==> src/rtl/prog_loader.sv <==
// Boot-stage program loader: parses an A5/length/payload/checksum frame, writes the
// payload into byte-wide instruction memory and holds the core until the frame verifies.
module prog_loader #(
  parameter int ADDR_W  = 12,
  parameter int TIMEOUT = 1000000
) (
  input  logic              clk,
  input  logic              rst,
  input  logic              start,
  input  logic              in_valid,
  input  logic [7:0]        in_data,
  output logic              in_ready,
  output logic              mem_we,
  output logic [ADDR_W-1:0] mem_addr,
  output logic [7:0]        mem_wdata,
  output logic              core_hold,
  output logic              done,
  output logic              err,
  output logic [1:0]        err_code
);
  localparam int              CNT_W     = $clog2(TIMEOUT + 1);
  localparam logic [7:0]      SYNC_BYTE = 8'hA5;
  localparam logic [16:0]     MAX_N     = 17'(2 ** (ADDR_W - 2));
  localparam logic [CNT_W-1:0] TO_LAST  = CNT_W'(TIMEOUT - 1);

  typedef enum logic [2:0] {
    S_SYNC = 3'd0,
    S_LEN0 = 3'd1,
    S_LEN1 = 3'd2,
    S_DATA = 3'd3,
    S_CSUM = 3'd4,
    S_DONE = 3'd5,
    S_ERR  = 3'd6
  } state_t;

  function automatic logic [7:0] csum_add(input logic [7:0] acc, input logic [7:0] b);
    return acc + b;
  endfunction

  state_t              state_q, state_d;
  logic [7:0]          len_lo_q, len_lo_d;
  logic [ADDR_W-1:0]   last_q, last_d;
  logic [ADDR_W-1:0]   addr_q, addr_d;
  logic [7:0]          csum_q, csum_d;
  logic [CNT_W-1:0]    cnt_q, cnt_d;
  logic                mem_we_q, mem_we_d;
  logic [ADDR_W-1:0]   mem_addr_q, mem_addr_d;
  logic [7:0]          mem_wdata_q, mem_wdata_d;
  logic                core_hold_q, core_hold_d;
  logic                done_q, done_d;
  logic                err_q, err_d;
  logic [1:0]          err_code_q, err_code_d;
  logic                accept_s;
  logic                counting_s;
  logic [15:0]         n_s;

  // A byte offered alongside start is refused so the abort wins cleanly.
  assign in_ready   = ~start & (state_q != S_DONE) & (state_q != S_ERR);
  assign accept_s   = in_valid & in_ready;
  assign counting_s = (state_q == S_LEN0) || (state_q == S_LEN1) ||
                      (state_q == S_DATA) || (state_q == S_CSUM);
  assign n_s        = {in_data, len_lo_q};

  // Next-state and next-output logic for the frame parser.
  always_comb begin
    state_d     = state_q;
    len_lo_d    = len_lo_q;
    last_d      = last_q;
    addr_d      = addr_q;
    csum_d      = csum_q;
    cnt_d       = cnt_q;
    mem_we_d    = 1'b0;
    mem_addr_d  = mem_addr_q;
    mem_wdata_d = mem_wdata_q;
    core_hold_d = core_hold_q;
    done_d      = done_q;
    err_d       = err_q;
    err_code_d  = err_code_q;
    if (start) begin
      state_d     = S_SYNC;
      addr_d      = '0;
      csum_d      = 8'd0;
      cnt_d       = '0;
      core_hold_d = 1'b1;
      done_d      = 1'b0;
      err_d       = 1'b0;
      err_code_d  = 2'd0;
    end else begin
      case (state_q)
        S_SYNC: begin
          if (accept_s && (in_data == SYNC_BYTE)) begin
            state_d = S_LEN0;
          end else begin
            state_d = S_SYNC;
          end
        end
        S_LEN0: begin
          if (accept_s) begin
            len_lo_d = in_data;
            state_d  = S_LEN1;
          end else begin
            state_d  = S_LEN0;
          end
        end
        S_LEN1: begin
          if (accept_s) begin
            addr_d = '0;
            csum_d = 8'd0;
            last_d = ADDR_W'({n_s, 2'b00} - 18'd1);
            if ({1'b0, n_s} > MAX_N) begin
              state_d     = S_ERR;
              err_d       = 1'b1;
              err_code_d  = 2'd1;
              core_hold_d = 1'b1;
            end else if (n_s == 16'd0) begin
              state_d = S_CSUM;
            end else begin
              state_d = S_DATA;
            end
          end else begin
            state_d = S_LEN1;
          end
        end
        S_DATA: begin
          if (accept_s) begin
            mem_we_d    = 1'b1;
            mem_addr_d  = addr_q;
            mem_wdata_d = in_data;
            addr_d      = addr_q + ADDR_W'(1);
            csum_d      = csum_add(csum_q, in_data);
            if (addr_q == last_q) begin
              state_d = S_CSUM;
            end else begin
              state_d = S_DATA;
            end
          end else begin
            state_d = S_DATA;
          end
        end
        S_CSUM: begin
          if (accept_s) begin
            if (in_data == csum_q) begin
              state_d     = S_DONE;
              done_d      = 1'b1;
              core_hold_d = 1'b0;
            end else begin
              state_d     = S_ERR;
              err_d       = 1'b1;
              err_code_d  = 2'd2;
              core_hold_d = 1'b1;
            end
          end else begin
            state_d = S_CSUM;
          end
        end
        S_DONE:  state_d = S_DONE;
        S_ERR:   state_d = S_ERR;
        default: state_d = S_SYNC;
      endcase

      // Inter-byte idle watchdog; only runs while a frame is open.
      if (counting_s) begin
        if (accept_s) begin
          cnt_d = '0;
        end else if (cnt_q == TO_LAST) begin
          cnt_d       = '0;
          state_d     = S_ERR;
          err_d       = 1'b1;
          err_code_d  = 2'd3;
          core_hold_d = 1'b1;
        end else begin
          cnt_d = cnt_q + CNT_W'(1);
        end
      end else begin
        cnt_d = '0;
      end
    end
  end

  // State and output registers with synchronous active-low reset.
  always_ff @(posedge clk) begin
    if (!rst) begin
      state_q     <= S_SYNC;
      len_lo_q    <= 8'd0;
      last_q      <= '0;
      addr_q      <= '0;
      csum_q      <= 8'd0;
      cnt_q       <= '0;
      mem_we_q    <= 1'b0;
      mem_addr_q  <= '0;
      mem_wdata_q <= 8'd0;
      core_hold_q <= 1'b1;
      done_q      <= 1'b0;
      err_q       <= 1'b0;
      err_code_q  <= 2'd0;
    end else begin
      state_q     <= state_d;
      len_lo_q    <= len_lo_d;
      last_q      <= last_d;
      addr_q      <= addr_d;
      csum_q      <= csum_d;
      cnt_q       <= cnt_d;
      mem_we_q    <= mem_we_d;
      mem_addr_q  <= mem_addr_d;
      mem_wdata_q <= mem_wdata_d;
      core_hold_q <= core_hold_d;
      done_q      <= done_d;
      err_q       <= err_d;
      err_code_q  <= err_code_d;
    end
  end

  assign mem_we    = mem_we_q;
  assign mem_addr  = mem_addr_q;
  assign mem_wdata = mem_wdata_q;
  assign core_hold = core_hold_q;
  assign done      = done_q;
  assign err       = err_q;
  assign err_code  = err_code_q;
endmodule

==> config.mk <==
export PLATFORM = sky130hd
export DESIGN_NAME = prog_loader
export DESIGN_NICKNAME = d
export VERILOG_FILES = /design/src/rtl/prog_loader.sv
export SDC_FILE = /design/constraint.sdc
export NUM_CORES = 1
export LEC_CHECK = 0
export ABC_AREA = 1
export ABC_CLOCK_PERIOD_IN_PS = 1800
export CAP_MARGIN = 20
export CORE_MARGIN = 3
export CORE_UTILIZATION = 50
export DETAILED_ROUTE_END_ITERATION = 10
export PLACE_DENSITY = 0.73
export SYNTH_ARGS = -nofsm -noshare
export SYNTH_HDL_FRONTEND = slang
export SYNTH_SLANG_ARGS = --single-unit
==> constraint.sdc <==
create_clock -name clk -period 1.8 [get_ports clk]
set_clock_uncertainty 0.1 [all_clocks]
set_input_delay 0.45 -clock clk [delete_from_list [all_inputs] [get_ports clk]]
set_output_delay 0.45 -clock clk [all_outputs]
set_load 0.05 [all_outputs]
==> metrics.md, run 1 <==
| Metric | Value |
|---|---|
| Post-Layout Cell Count | `822` |
| DR WL/cell | `13.5 um` |
| RSZ-0062 raised after global routing | `true` |
| Die width | `100 um` |
| Die Y-Extent | `100 um` |
| R2R Path Start | `cnt_q[0]` |
| Tot GR Track Use | `22.2%` |
| Global-route wire length before repair | `18200 um` |
| Htree depth | `3` |
| GR Util met3 | `3.89%` |
| Startpoint Class | `input pin` |
| Initial drt markers | `192` |
| TritonRoute pass-1 iters | `5` |
| Fmax achieved | `0.568 GHz` |
| Initial antenna violation count | `0` |
| Synth cell count leaders | `97 x nand2_1, 88 x dfxtp_1, 78 x nor2_1` |
| Crit path to | `csum_q[6]` |
| Period minus WS final | `1.76 ns` |
| Grt met1 use | `28.6%` |
| Via count | `4352` |
| # IOs | `39` |
| Asr flop ratio synth | `0%` |
| Syn Area/Cell | `7.17 sq um` |
| Clock sinks | `88` |
| Syn Inst Count | `616` |
| Max-Cap Viols | `0` |
| ANT nets after route | `0` |
| Synth area leaders | `dfxtp_1 40%, nand2_1 8.2%, a21oi_1 7.4%` |
| CP required | `1.99 ns` |
| Max clock buf depth | `2` |
| Worst-skew pair later-pin latency | `0.36 ns` |
| VDD IR max | `0.000374 V` |
| Area delta synth->final | `32.1%` |
| CP Max Fanout | `2` |
| Worst setup margin | `0.0403 ns` |
| Post-synthesis sequential area ratio | `39.9%` |
| Yosys top cell by area | `dfxtp_1` |
| Worst hold-check path type | `reg2reg` |
| Crit. Startpoint | `in_data[0]` |
| Post-synthesis instance area | `4420 sq um` |
| Starting Density | `52.7%` |
| Crit share post-route | `97.8%` |
| Cell Pwr Density | `611 nW/um^2` |
| Critical path arrival | `1.95 ns` |
| Synth top area share | `39.9%` |
| Placer Congestion | `0.925` |
| Final-stage net count | `736` |
| FF+latch count, synth | `88` |
| Static leakage | `2.47 nW` |
| Top FF cell, synth | `dfxtp_1` |
| Core Util, Final | `69.6%` |
| Die ar. | `10000 sq um` |
| Rows | `33` |
| Layout cells sized above 1 | `24.7%` |
| # DRC | `0` |
| Number of CTS-inserted buffers | `9` |
| Clock Pin Slew Worst Setup and Hold Paths | `0.08 ns` |
| Slew Limit Fails | `0` |
| Core ar. | `8380 sq um` |
| Overall overflow remaining after global route | `0` |
| WS Path Type | `in2reg` |
| Filler cell count | `680` |
| FF-to-FF path depth | `10` |
| Yosys Warn Count | `0` |
| Outcome | `complete, no violations` |
| Port Buffers | `38` |
| # diodes | `0` |
| Reg-to-reg critical path endpoint | `cnt_q[14]` |
| Vias per cell | `5.29` |
| Hpwl dp | `8050 um` |
| CTS tree | `done` |
| R2R setup slack | `0.05 ns` |
| Detailed Route WL | `11100 um` |
| Crit. End Element | `flop` |
| Hold_ws | `0.358 ns` |
| Max_slew headroom | `73.3%` |
| Met2 GRT Util | `37.9%` |
| Slew @ Worst Pin | `0.397 ns` |
| Most used routing layer | `met2` |
| Placed insts | `798` |
| Setup WS pre-CTS | `-0.546 ns` |
| Root Buffer | `clkbuf_8` |
| Largest net degree at the start of global routing | `35` |
| Vias in the first global route | `4022` |
| Hold Vio Cnt, Final | `0` |
| Syn Nets | `640` |
| Count leader, synth | `nand2_1` |
| Post-synthesis cell type count | `35` |
| Setup violators final | `0` |
| Number of flops mapped to enable cells by yosys | `0` |
placed cells by master, fill, tap and decap left out, drive strengths merged, types with 3 or more instances in the layout:
cell type	n
a31oi	4
nand3	38
nor3	24
dlygate4sd2	7
xnor2	7
nor3b	4
nor4	3
inv	83
nand2	100
clkbuf	13
ha	11
nand4	15
dfxtp	88
xor2	9
o21ai	54
a21oi	65
nor2	87
buf	88
layout make-up:
class                   instances  area [sq um]  share of cell area [%]
clock buffers                  12           155                    2.66
clock inverters                 4          51.3                   0.879
inverters                      83           314                    5.38
well taps                     105           131                    2.25
repair buffers                100           975                    16.7
multi-input cells             430          2430                    41.7
flip-flops and latches         88          1780                    30.5
worst min path at each step:
stage / start / endpoint / slack, ns / cells after the start
after floorplan: cnt_q[0] / cnt_q[0] / 0.33 / 1
after detailed placement: cnt_q[19] / cnt_q[19] / 0.35 / 2
after global routing: cnt_q[0] / cnt_q[0] / 0.37 / 1
final: cnt_q[0] / cnt_q[0] / 0.36 / 1
after global placement: cnt_q[0] / cnt_q[0] / 0.34 / 1
after CTS: cnt_q[19] / cnt_q[19] / 0.37 / 2
per-stage QoR:
stage / power [mW] / cell area, sq um / TNS (ns)
global placement: 2.18 / 5370 / -20.83
finish: 3.57 / 5840 / 0
global route: 3.70 / 5840 / -0.523
floorplan: 2.07 / 4420 / 0
CTS: 3.59 / 5660 / 0
detailed placement: 2.18 / 5370 / -22.86
kinds of logic (layout without fill, tap and decap cells):
family / Yosys count / after routing / share of synthesized area [%]
xor gates and xnor gates: 16 / 16 / 3.17
DFF: 88 / 88 / 39.9
adders and majority gates: 12 / 12 / 3.57
AOI/OAI and AO/OA: 128 / 128 / 14.9
buffers and inverters: 98 / 199 / 8.81
and+or+nand+nor: 274 / 274 / 29.7
worst max-delay path, stage by stage:
cell and delay, ns:
dlygate4sd2_1 0.25, ha_2 0.19, fa_2 0.36, buf_4 0.15, nand4_1 0.10, nand3_2 0.11, a21oi_2 0.13, o21ai_1 0.08
a21oi_1 0.13
flip-flops by register name, summed over array words and instances (netlist names), 2 cells and up:
register,count
last_q,11
addr_q,12
state_q,3
len_lo_q,8
csum_q,8
err_code,2
mem_wdata,8
mem_addr,12
cnt_q,20
power breakdown:
group          switching, mW  internal, mW
Clock                  0.706         0.721
Combinational          0.111        0.0917
Sequential         0.0000425          1.94
metal layers:
| layer | wire length (um) | part of all wire (%) |
|---|---|---|
| met2 | 5390 | 49 |
| met1 | 5070 | 46 |
| met5 | 0 | 0 |
| met3 | 492 | 4.4 |
| met4 | 137 | 1.2 |
repair_timing:
item	CTS	global route
buffers inserted	2	4
cloned	0	2
resized for setup	24	31
pin swaps	14	13
hold buffers	0	0
endpoints found under the setup margin	13	36
Power figures use the tool's default switching activity.
==> run 2, diff against run 1 <==
CORE_ASPECT_RATIO = 0.8   (was default)
CTS_CLUSTER_SIZE = 8   (was default)
==> metrics.md, run 2 (synthesis results as in run 1) <==
| Metric | Value |
|---|---|
| Max-Cap Viols | `0` |
| Hold path depth | `2` |
| Max_slew headroom | `78.2%` |
| Htree depth | `3` |
| Clock Pin Slew Worst Setup and Hold Paths | `0.08 ns` |
| Hpwl dp | `8120 um` |
| FF-to-FF path depth | `9` |
| WS Path Type | `in2reg` |
| # DRC | `0` |
| Starting Density | `51.6%` |
| Fin Setup TNS | `0 ns` |
| Setup violators final | `0` |
| Overall overflow remaining after global route | `0` |
| Port Buffers | `38` |
| Placement Cell Area | `5450 sq um` |
| Largest net degree at the start of global routing | `35` |
| Hold Vio Cnt, Final | `0` |
| Die ar. | `10000 sq um` |
| Most frequent cells in the layout | `96 x nand2_1, 80 x dfxtp_1, 72 x nor2_1` |
| Outcome | `complete, no violations` |
| Via count | `4361` |
| Post-Layout Cell Count | `831` |
| Hold_ws | `0.360 ns` |
| VDD IR max | `0.000518 V` |
| Most common cell after layout, fill and taps aside | `nand2_1` |
| TritonRoute pass-1 iters | `6` |
| Core ar. | `8560 sq um` |
| ANT nets after route | `0` |
| CP required | `1.99 ns` |
| R2R Path Start | `csum_q[0]` |
| Die Y-Extent | `90.1 um` |
| Startpoint Class | `input pin` |
| Layout cells sized above 1 | `25.3%` |
| Clock sinks | `88` |
| Slew Limit Fails | `0` |
| CTS tree | `done` |
| Fmax achieved | `0.572 GHz` |
| Initial antenna violation count | `0` |
| Slew @ Worst Pin | `0.323 ns` |
| Initial drt markers | `247` |
| Multi-input gate area | `2450 sq um` |
| # diodes | `0` |
| Global-route wire length before repair | `19100 um` |
| Vias in the first global route | `4191` |
| Worst setup margin | `0.0505 ns` |
| Root Buffer | `clkbuf_8` |
| Reg with most FFs | `cnt_q` |
| Tot GR Track Use | `22.8%` |
| CP Max Fanout | `2` |
| Period minus WS final | `1.75 ns` |
| Critical path arrival | `1.94 ns` |
| Crit. Startpoint | `in_data[0]` |
| Static leakage | `2.48 nW` |
| Tot Pwr | `3.55 mW` |
| Register area | `1780 sq um` |
| Max FFs per register | `20` |
| Area delta synth->final | `33.9%` |
| Rows | `30` |
| Final-stage net count | `738` |
| Die width | `111 um` |
| Hold path start | `done` |
| Number of CTS-inserted buffers | `9` |
| DR WL/cell | `13.5 um` |
| Design Area, Final | `5920 sq um` |
| # IOs | `39` |
| Worst hold-check path type | `reg2reg` |
| Filler cell count | `712` |
| Placer Congestion | `0.920` |
| RSZ-0062 raised after global routing | `true` |
| Setup WS pre-CTS | `-0.517 ns` |
| Detailed Route WL | `11200 um` |
| Placed insts | `807` |
| Core Util, Final | `69.1%` |
| Max clock buf depth | `2` |
| Vias per cell | `5.25` |
| Crit share post-route | `97.2%` |
| Worst-skew pair later-pin latency | `0.37 ns` |
| Cell Pwr Density | `601 nW/um^2` |
| Crit. End Element | `flop` |
-- run 2: path summary, 6_finish.rpt --
| kind | end | slack (ns) |
|---|---|---|
| max | csum_q[4] | 0.05 |
| min | done | 0.36 |
| max reg2reg | csum_q[4] | 0.09 |
| min reg2reg | done | 0.36 |
-- run 2: worst max-delay path, stage by stage --
cell	delay (ns)
dlygate4sd2_1	0.28
ha_4	0.18
fa_2	0.38
nand2_2	0.08
inv_1	0.04
o21ai_1	0.10
nand2_1	0.08
a21oi_1	0.14
o21ai_1	0.08
a21oi_1	0.13
-- run 2: area by class of cell --
class,count,share of cell area [%]
Timing Repair Buffer,102,17.4
Tap cell,112,2.37
Multi-Input combinational cell,430,41.4
Inverter,83,5.31
Sequential cell,88,30.1
Clock inverter,6,1.12
Clock buffer,10,2.33
-- run 2: what timing repair did --
| action | 4_1_cts | 5_1_grt |
|---|---|---|
| hold buffers | 0 | 0 |
| cloned | 0 | 1 |
| pin swaps | 8 | 8 |
| setup buffers | 1 | 6 |
| setup endpoints to repair | 16 | 41 |
| resized for setup | 31 | 30 |
-- run 2: per-layer routing --
metal,up-vias,track usage [%],wire length [um]
met3,12,4.91,599
li1,2221,-,-
met1,2009,30.1,5140
met4,0,6.08,123
met2,119,38.1,5340
met5,-,0,0
-- run 2: where the power goes --
part	switching (mW)	internal, mW
registers	0.0000419	1.94
logic	0.111	0.0969
clock network	0.723	0.684
total	0.834	2.72
